$ cat src/rtl/retire_trace_unit_pkg.sv
// Shared types for the retirement trace unit: record layout, record kinds,
// unit state and the commit classifier.
package retire_trace_unit_pkg;

    localparam int DEFAULT_DEPTH      = 8;
    localparam int DEFAULT_MAX_CYCLES = 100000;

    typedef enum logic [2:0] {
        KIND_REG  = 3'd0,
        KIND_LD   = 3'd1,
        KIND_ST   = 3'd2,
        KIND_NOP  = 3'd3,
        KIND_HALT = 3'd4
    } trace_kind_t;

    typedef enum logic [1:0] {
        ST_RUN     = 2'd0,
        ST_DONE    = 2'd1,
        ST_TIMEOUT = 2'd2
    } unit_state_t;

    typedef struct packed {
        trace_kind_t kind;
        logic [31:0] inum;
        logic [15:0] pc;
        logic [15:0] inst;
        logic [15:0] a;
        logic [15:0] b;
        logic [15:0] addr;
    } trace_rec_t;

    // A load is a register write with memory enabled; register writes
    // outrank a halt, and a halt outranks a store.
    function automatic trace_kind_t classifyCommit(
        input logic regWrite,
        input logic memRead,
        input logic memWrite,
        input logic halt
    );
        trace_kind_t k;
        if (regWrite && memRead)
            k = KIND_LD;
        else if (regWrite)
            k = KIND_REG;
        else if (halt)
            k = KIND_HALT;
        else if (memWrite)
            k = KIND_ST;
        else
            k = KIND_NOP;
        return k;
    endfunction

endpackage

$ cat src/rtl/retire_trace_unit_fifo.sv
// Trace record FIFO: one push and one pop per cycle, push accepted into a
// full FIFO when a pop happens in the same cycle.
module trace_fifo
    import retire_trace_unit_pkg::*;
#(
    parameter int DEPTH = DEFAULT_DEPTH
) (
    input  logic       clk,
    input  logic       rst_n,
    input  logic       push,
    input  trace_rec_t pushRec,
    input  logic       pop,
    output trace_rec_t headRec,
    output logic       full,
    output logic       empty
);
    localparam int PTR_W = $clog2(DEPTH);
    localparam int CNT_W = PTR_W + 1;

    trace_rec_t       mem [DEPTH];
    logic [PTR_W-1:0] wrPtr;
    logic [PTR_W-1:0] rdPtr;
    logic [CNT_W-1:0] count;
    logic             doPush;
    logic             doPop;

    assign empty   = (count == '0);
    assign full    = (count == CNT_W'(DEPTH));
    assign doPop   = pop && !empty;
    assign doPush  = push && (!full || doPop);
    assign headRec = mem[rdPtr];

    always_ff @(posedge clk) begin
        if (!rst_n) begin
            wrPtr <= '0;
            rdPtr <= '0;
            count <= '0;
        end else begin
            if (doPush)
                wrPtr <= wrPtr + 1'b1;
            if (doPop)
                rdPtr <= rdPtr + 1'b1;
            case ({doPush, doPop})
                2'b10:   count <= count + 1'b1;
                2'b01:   count <= count - 1'b1;
                default: count <= count;
            endcase
        end
    end

    // Payload storage carries no reset; occupancy alone decides validity.
    always_ff @(posedge clk) begin
        if (doPush)
            mem[wrPtr] <= pushRec;
    end

endmodule

$ cat src/rtl/retire_trace_unit.sv
// Retirement monitor: classifies each commit cycle into a numbered trace record
// and buffers it for a valid/ready consumer. Build option RETIRE_TRACE_NOP_EN.
module retire_trace_unit
    import retire_trace_unit_pkg::*;
#(
    parameter int DEPTH      = DEFAULT_DEPTH,
    parameter int MAX_CYCLES = DEFAULT_MAX_CYCLES
) (
    input  logic        clk,
    input  logic        rst_n,
    input  logic [15:0] pc,
    input  logic [15:0] inst,
    input  logic        reg_write,
    input  logic [3:0]  dst_reg,
    input  logic [15:0] dst_data,
    input  logic        mem_read,
    input  logic        mem_write,
    input  logic [15:0] mem_addr,
    input  logic [15:0] mem_data,
    input  logic        hlt,
    output logic        trc_valid,
    input  logic        trc_ready,
    output logic [2:0]  trc_kind,
    output logic [31:0] trc_inum,
    output logic [15:0] trc_pc,
    output logic [15:0] trc_inst,
    output logic [15:0] trc_a,
    output logic [15:0] trc_b,
    output logic [15:0] trc_addr,
    output logic [31:0] cycle_count,
    output logic [31:0] inst_count,
    output logic [7:0]  drop_count,
    output logic        halted,
    output logic        timeout,
    output logic        overflow
);
    unit_state_t state;
    unit_state_t stateNext;
    trace_kind_t kind;
    trace_rec_t  rec;
    trace_rec_t  headRec;
    trace_rec_t  fifoIn;
    trace_rec_t  outRec;
    trace_rec_t  pendRec;
    logic        sampling;
    logic        isHalt;
    logic        fifoFull;
    logic        fifoEmpty;
    logic        fifoPush;
    logic        popFire;
    logic        roomNow;
    logic        wantPush;
    logic        dropNow;
    logic        holdHalt;
    logic        pendValid;
    logic [31:0] cycleNext;

    assign kind      = classifyCommit(reg_write, mem_read, mem_write, hlt);
    assign cycleNext = cycle_count + 32'd1;

    always_comb begin
        rec      = '0;
        rec.kind = kind;
        rec.inum = inst_count;
        rec.pc   = pc;
        rec.inst = inst;
        case (kind)
            KIND_REG: begin
                rec.a = {12'h000, dst_reg};
                rec.b = dst_data;
            end
            KIND_LD: begin
                rec.a    = {12'h000, dst_reg};
                rec.b    = dst_data;
                rec.addr = mem_addr;
            end
            KIND_ST: begin
                rec.a = mem_addr;
                rec.b = mem_data;
            end
            default: ;
        endcase
    end

    always_ff @(posedge clk) begin
        if (!rst_n)
            state <= ST_RUN;
        else
            state <= stateNext;
    end

    always_comb begin
        stateNext = state;
        case (state)
            ST_RUN: begin
                if (kind == KIND_HALT)
                    stateNext = ST_DONE;
                else if (cycleNext == 32'(MAX_CYCLES))
                    stateNext = ST_TIMEOUT;
            end
            default: stateNext = state;
        endcase
    end

    always_comb begin
        sampling = (state == ST_RUN);
        isHalt   = sampling && (kind == KIND_HALT);
    end

    assign popFire = !fifoEmpty && trc_ready;
    assign roomNow = !fifoFull || popFire;

`ifdef RETIRE_TRACE_NOP_EN
    assign wantPush = sampling;
`else
    assign wantPush = sampling && (kind != KIND_NOP);
`endif

    // A halt that finds no room parks in the pending slot instead of dropping;
    // once parked it owns the FIFO input because sampling has stopped.
    assign dropNow  = wantPush && !isHalt && !roomNow;
    assign holdHalt = isHalt && !roomNow;
    assign fifoPush = pendValid ? !fifoFull : (wantPush && roomNow);
    assign fifoIn   = pendValid ? pendRec : rec;

    always_ff @(posedge clk) begin
        if (!rst_n) begin
            cycle_count <= '0;
            inst_count  <= '0;
            drop_count  <= '0;
            halted      <= 1'b0;
            timeout     <= 1'b0;
            overflow    <= 1'b0;
            pendValid   <= 1'b0;
        end else begin
            if (sampling) begin
                cycle_count <= cycleNext;
                inst_count  <= inst_count + 32'd1;
            end
            if (isHalt)
                halted <= 1'b1;
            if (sampling && (stateNext == ST_TIMEOUT))
                timeout <= 1'b1;
            if (dropNow) begin
                overflow <= 1'b1;
                if (drop_count != 8'hFF)
                    drop_count <= drop_count + 8'd1;
            end
            if (holdHalt)
                pendValid <= 1'b1;
            else if (pendValid && !fifoFull)
                pendValid <= 1'b0;
        end
    end

    always_ff @(posedge clk) begin
        if (holdHalt)
            pendRec <= rec;
    end

    trace_fifo #(
        .DEPTH (DEPTH)
    ) u_fifo (
        .clk     (clk),
        .rst_n   (rst_n),
        .push    (fifoPush),
        .pushRec (fifoIn),
        .pop     (popFire),
        .headRec (headRec),
        .full    (fifoFull),
        .empty   (fifoEmpty)
    );

    // Fields read as zero whenever no record is offered.
    assign outRec    = fifoEmpty ? '0 : headRec;
    assign trc_valid = !fifoEmpty;
    assign trc_kind  = outRec.kind;
    assign trc_inum  = outRec.inum;
    assign trc_pc    = outRec.pc;
    assign trc_inst  = outRec.inst;
    assign trc_a     = outRec.a;
    assign trc_b     = outRec.b;
    assign trc_addr  = outRec.addr;

endmodule
$ cat config.mk
export PLATFORM = sky130hd
export DESIGN_NAME = retire_trace_unit
export DESIGN_NICKNAME = d
export VERILOG_FILES = /design/src/rtl/retire_trace_unit_pkg.sv /design/src/rtl/retire_trace_unit_fifo.sv /design/src/rtl/retire_trace_unit.sv
export SDC_FILE = /design/constraint.sdc
export NUM_CORES = 1
export LEC_CHECK = 0
export BUFFER_PORTS_ARGS = -buffer_cell sky130_fd_sc_hd__buf_2
export CORE_MARGIN = 5
export CORE_UTILIZATION = 50
export DETAILED_ROUTE_END_ITERATION = 8
export PLACE_DENSITY_LB_ADDON = 0.12
export SYNTH_ARGS = -nofsm -noshare
export SYNTH_HDL_FRONTEND = slang
export SYNTH_HIERARCHICAL = 1
export SYNTH_SLANG_ARGS = --single-unit
$ cat constraint.sdc
create_clock -name clk -period 23 [get_ports clk]
set_input_delay 4.6 -clock clk [delete_from_list [all_inputs] [get_ports clk]]
set_output_delay 4.6 -clock clk [all_outputs]
set_load 0.005 [all_outputs]
==> results.md, run 1 <==
* Pre-CTS WS at 14.21 ns
* Postcts setup bufs at 0
* P&R area growth vs syn at 12.73%
* Hold_sp: overflow
* Crit path capture type: output pin
* CP peak stage delay at between 0.9 and 1 ns
* Cell with the most instances after synthesis: edfxtp_1
* Sequential fraction of the synthesis area at 71.65%
* CTS Buf Count at about 120
* PostCTS Resize Cnt at 0
* Post-synth top cells: edfxtp_1 (1035), mux2_2 (228), mux4_2 (178)
* Mapped Cells at 2353
* CP Cell Sequence: buf_4, buf_4, mux4_1, mux2_2, nor2b_1, buf_2
* Final #Nets at 2733
* Final hold vios at 0
* Final count of pins violating max slew at 0
* Final min period at 9.259 ns
* Ys flop type: edfxtp_1
* Gr usage total at between 20% and 30%
* Skew final at 0.02054 ns
* Hold crit path type: reg2reg
* Fraction of layout cells with a size suffix above 1 at 33.43%
* Core area at 91390 µm²
* Initial Util at between 50% and 60%
* Worst reg2reg startpoint: pendValid
* Via count at 22680
* Row cnt at 111
* Rel. slew slack at about 23%
* Yosys top cell by area: edfxtp_1
* Number of flops mapped to enable cells by yosys at 1035
* Full die area at just under 100000 µm²
* Reg-to-Reg End: u_fifo/mem[7][47]
* Skew-Pair Late Insertion Delay at 0.67 ns
* Root buffer cell: clkbuf_16
* GP Congestion at 0.7999
* Highest clock rate at 0.1080 GHz
* Setup TNS at 0 ns
* Routed WL at 101.0 mm
* Initial antenna violation count at 10
* CTS max path bufs at 3
* WP data required at 18.40 ns
* Vias in the first global route at about 24000
* Number of remaining DRC errors at 0
* Syn nets at 2453
* DR iter-0 viols at 1643
* Worst setup margin at roughly 14 ns
* Worst Path Class, Setup: reg2out
* Final setup viols at 0
* Clock H-tree levels at 3
* CP most frequent cell: buf_4
* Grt total ovfl at 0
* R2R Setup Slk at 18.19 ns
* # IOs at 282
* Post-route cell area at between 50000 and 60000 µm²
* Worst IR drop on VDD at 0.08269 mV
* Distinct cells, synth at 61
* FF-to-FF path depth at 6
* Status: complete, no violations
* Routed vias/inst at 5.784
* Die height at ~310 µm
* Critical path arrival at 4.66 ns
* FF+latch count, synth at between 1000 and 1500
* Mean Syn Cell Area at 19.52 µm²
* FFs w/ async S/R, synth at 0%
* Port bufs at 281
* Pwr dens at 105.2 nW/µm²
* Placed cell areas at 48100 µm²
* Max-cap viol count at 0
* Hold depth at 2
* First-pass GRT wire length at between 150 and 200 mm
* Area share of the largest cell type after synthesis at 67.68%
* DRT Pass-1 Iters at 5
* Ranking of synthesized cells by area: edfxtp_1 (68%), mux4_2 (8.7%), mux2_2 (5.6%)
* CP startpoint kind: flip-flop
* Synth warn at 6
* Worst Tran Pin Value at 1.159 ns
* Detail Placement HPWL at 56.51 mm
* Fillers at 6892
* RSZ-0062 raised after global routing: false
* Die width at roughly 310 µm
* Crit-path max FO at 53
* Slowest-stage cell, CP: buf_4
* LEAKAGE at between 15 and 20 nW
* WL per Instance at between 20 and 30 µm
* CTS tree: built
* Post-Syn Area at 45920 µm²
* Worst-path clk slew at 0.06 ns
* Final worst-path cycle share at 40.26%
* Pin count of the biggest net entering global routing at 72
* Post-CTS Hold Buffers at 0
* Hold endpoint: overflow
* Antenna-violating nets left at 0
* Num Clock Sinks at 1126
-- worst max-delay path by stage --
| stage | startpoint | to | slack (ns) | cells after the start |
|---|---|---|---|---|
| floorplan | reg_write | u_fifo/mem[0][0] | 5.76 | 7 |
| global placement | flip-flop | trc_a[2] | 14.25 | 6 |
| detailed placement | flip-flop | trc_a[2] | 14.21 | 6 |
| CTS | flip-flop | trc_a[2] | 13.46 | 6 |
| global route | flip-flop | trc_a[2] | 13.24 | 6 |
| finish | flip-flop | trc_a[2] | 13.74 | 6 |
-- cell type report --
type	count	area (µm²)	area share, %
antenna	2	5.005	0.009668
sequential	1126	32920	63.59
clock inverter	78	668.1	1.291
timing repair buffer	321	1707	3.297
clock buffer	140	2993	5.782
tap	1186	1484	2.867
multi-input combinational	1055	11940	23.06
inverter	14	52.55	0.1015
-- critical path, delay by kind of cell, from the launching register on --
family / cells / cell delay (ns)
muxes: 2 / 0.91
DFF: 1 / 0.82
and+or+nand+nor: 1 / 0.18
buffers and inverters: 3 / 2.02
-- sequential cells by signal (all words and copies together), names as in the netlist, 2 cells and up, named ones only --
register / count
state: 2
u_fifo/rdPtr: 3
pendRec: 115
drop_count: 8
cycle_count: 32
u_fifo/mem: 920
u_fifo/count: 4
u_fifo/wrPtr: 3
inst_count: 32
-- per-layer routing --
metal | part of all wire [%] | track usage (%)
met5 | 0 | 0
met4 | 1.9 | 4.722
met3 | 5.0 | 3.491
met2 | 50 | 35.02
met1 | 43 | 28.20
-- stage by stage --
stage / utilization [%] / power, mW / hold WS [ns] / instances
3_3_place_gp: 52.63 / 3.703 / 0.4483 / 3702
2_1_floorplan: - / 3.391 / 0.4405 / 2353
5_1_grt: 56.64 / 5.697 / 0.4944 / 3920
6_report: 56.64 / 5.446 / 0.4598 / 3922
3_5_place_dp: 52.63 / 3.721 / 0.4520 / 3702
4_1_cts: 56.64 / 5.531 / 0.4625 / 3920
-- power by group --
group	internal (mW)	switching (mW)	leakage, nW
clock network	1.05	0.755	1.81
registers	2.46	0.0656	10.3
logic	0.523	0.599	5.36
total	4.03	1.42	17.5
-- kinds of logic (layout without fill, tap and decap cells) --
family / count (synthesis) / count (layout) / synth area share [%]
XOR/XNOR: 74 / 74 / 1.411
AO/OA/AOI/OAI: 95 / 95 / 1.575
buffers and inverters: 172 / 553 / 2.477
other: 0 / 2 / 0
multiplexers: 462 / 462 / 17.38
flip-flops: 1126 / 1126 / 71.65
adder cells (fa/ha/maj): 9 / 9 / 0.2616
AND/OR/NAND/NOR: 415 / 415 / 5.240
-- cells in the final DEF, fill, tap and decap left out, types with 6 or more instances in the layout --
master,count
nor4_1,6
dfxtp_1,87
nor2b_1,121
ha_1,8
mux2_2,228
clkinv_1,34
clkbuf_1,24
xor2_1,18
clkbuf_16,116
a21boi_0,12
nand2b_1,7
xnor2_1,56
mux4_2,178
buf_4,40
nand2_1,43
inv_1,14
a22o_1,20
a21oi_1,6
mux4_1,52
and4_1,8
o21ai_0,16
clkinv_2,26
and2_1,66
bufinv_16,11
or3_1,9
and3_1,37
nand3_1,29
buf_2,281
edfxtp_1,1035
nand4_1,25
nor2_1,28
nor3_1,13
Power figures use the tool's default switching activity.
==> run 2: changes to the inputs <==
clock period = 8.45 ns   (was 23 ns; I/O delays follow)
==> results.md, run 2 (synthesis gave the netlist of run 1 again) <==
* WL per Instance at 25.23 µm (-2.1%)
* DR iter-0 viols at 1498 (-8.8%)
* Worst IR drop on VDD at 0.3071 mV (+270%)
* Final setup viols at 0 (unchanged)
* Post-CTS Hold Buffers at 0 (unchanged)
* Crit-path max FO at 168 (+220%)
* Skew-Pair Late Insertion Delay at 0.67 ns (about the same)
* Reg with most FFs: u_fifo/mem
* Util after Layout at 56.70% (about the same)
* Row cnt at 111 (unchanged)
* Die width at 313.0 µm (unchanged)
* Final #Nets at 2726 (-0.26%)
* Commonest non-fill, non-tap cell in the layout: edfxtp_1
* Highest clock rate at around 0.18 GHz
* Vias in the first global route at 23870 (-0.91%)
* Rel. slew slack at 26.72% (+4.0 points)
* DRT Pass-1 Iters at 5 (unchanged)
* WP data required at 6.76 ns (-11.64 ns)
* Grt total ovfl at 0 (unchanged)
* Routed WL at 98.69 mm (-2.3%)
* Worst Tran Pin Value at 1.099 ns (-0.05952 ns)
* Initial antenna violation count at 5 (-5)
* FF-to-FF path depth at 7 (+1)
* Reg area at 32920 µm² (unchanged)
* Hold_sp: overflow
* Fillers at 6933 (+0.59%)
* LEAKAGE at 17.50 nW (-0.11%)
* Hold depth at 2 (unchanged)
* Skew final at 0.02346 ns (+0.002919 ns)
* Die height at 313.0 µm (unchanged)
* Worst reg2reg startpoint: u_fifo/count[1]
* Gr usage total at 20.06% (-0.50 points)
* Num Clock Sinks at 1126 (unchanged)
* Crit path capture type: output pin
* Critical path arrival at 3.75 ns (-0.91 ns)
* # IOs at 282 (unchanged)
* R2R Setup Slk at 4.00 ns (-14.19 ns)
* Worst setup margin at 3.006 ns (-10.74 ns)
* Initial Util at 50.25% (unchanged)
* Clock H-tree levels at 3 (unchanged)
* Detail Placement HPWL at 55.33 mm (-2.1%)
* Reg-to-Reg End: pendRec[97]
* Core area at 91390 µm² (unchanged)
* Worst-path clk slew at 0.06 ns (about the same)
* Fraction of layout cells with a size suffix above 1 at 33.48% (+0.049 points)
* Final count of pins violating max slew at 0 (unchanged)
* Placed cell areas at 48120 µm² (about the same)
* PostCTS Resize Cnt at 0 (unchanged)
* Pwr dens at 286.0 nW/µm² (+170%)
* Hold crit path type: reg2reg
* Placed insts at 3695 (-0.19%)
* Number of remaining DRC errors at 0 (unchanged)
* Final worst-path cycle share at 64.43%
* Max reg flops at 920 (unchanged)
* Antenna-violating nets left at 0 (unchanged)
* P&R area growth vs syn at 12.84% (about the same)
* First-pass GRT wire length at 150.4 mm (-1.7%)
* Most frequent cells in the layout: edfxtp_1 (1035), buf_2 (281), mux2_2 (228), mux4_2 (178), nor2b_1 (121)
* Root buffer cell: clkbuf_16
* Routed vias/inst at 5.772 (-0.20%)
* Max-cap viol count at 0 (unchanged)
* Final min period at approximately 5.4 ns
* Pre-CTS WS at 2.980 ns (-11.22 ns)
* Final hold vios at 0 (unchanged)
* CTS tree: built
* Status: complete, no violations
* CP startpoint kind: flip-flop
* Non-filler cells, final at 3912 (-0.25%)
* Postcts setup bufs at 0 (unchanged)
* Pin count of the biggest net entering global routing at 169 (+130%)
* GP Congestion at 0.8146 (+1.8%)
* Multi-input logic area at 11950 µm² (+0.13%)
* RSZ-0062 raised after global routing: false
* Via count at 22580 (-0.45%)
* Port bufs at 281 (unchanged)
* Biggest regs: u_fifo/mem: 920 flops, pendRec: 115 flops
* Post-route cell area at 51810 µm² (about the same)
* Hold endpoint: overflow
* CTS max path bufs at 3 (unchanged)
* Worst Path Class, Setup: reg2out
* Total power at 14.82 mW (+170%)
* Full die area at 98000 µm² (unchanged)
* CTS Buf Count at 115 (unchanged)
## run 2: cell count changes in the layout (fill, tap and decap cells not counted), moves of 2 or more
cell,delta
buf_12,+5
clkbuf_8,+3
clkinv_2,-2
clkinvlp_4,+3
clkinv_1,-7
buf_4,-12
## run 2: layout make-up
type	count	area share, %
diodes	2	0.009659
multi-input cells	1055	23.07
flip-flops and latches	1126	63.53
repair buffers	314	3.313
clock buffers	143	5.897
inverters	14	0.1014
well taps	1186	2.864
clock inverters	72	1.215
## run 2: stage by stage
stage	hold WS (ns)	setup TNS, ns
6_report	0.4590	0
5_1_grt	0.4934	0
4_1_cts	0.4690	0
3_5_place_dp	0.4477	0
3_3_place_gp	0.4462	0
2_1_floorplan	0.4405	-1076.47
## run 2: worst max path at each step
| stage | start | endpoint |
|---|---|---|
| global route | flip-flop | trc_addr[3] |
| floorplan | reg_write | u_fifo/mem[2][0] |
| global placement | reg_write | u_fifo/mem[7][17] |
| detailed placement | reg_write | u_fifo/mem[7][35] |
| finish | flip-flop | trc_addr[2] |
| CTS | flip-flop | trc_addr[2] |
## run 2: metal layers
metal | GRT usage (%) | share of wire (%)
met5 | 0 | 0
met4 | 4.965 | 1.9
met3 | 3.431 | 5.1
met1 | 27.99 | 43
met2 | 33.48 | 50
## run 2: power breakdown
part	switching, mW	internal, mW
logic	1.64	1.44
registers	0.146	6.69
clock network	2.05	2.86
total	3.83	11.0
## run 2: critical path, cell delays in order (launching register included)
cell     delay, ns
dfxtp_4       0.98
buf_12        0.85
mux4_2        0.37
mux2_2        0.14
nor2b_1       0.47
buf_2         0.22
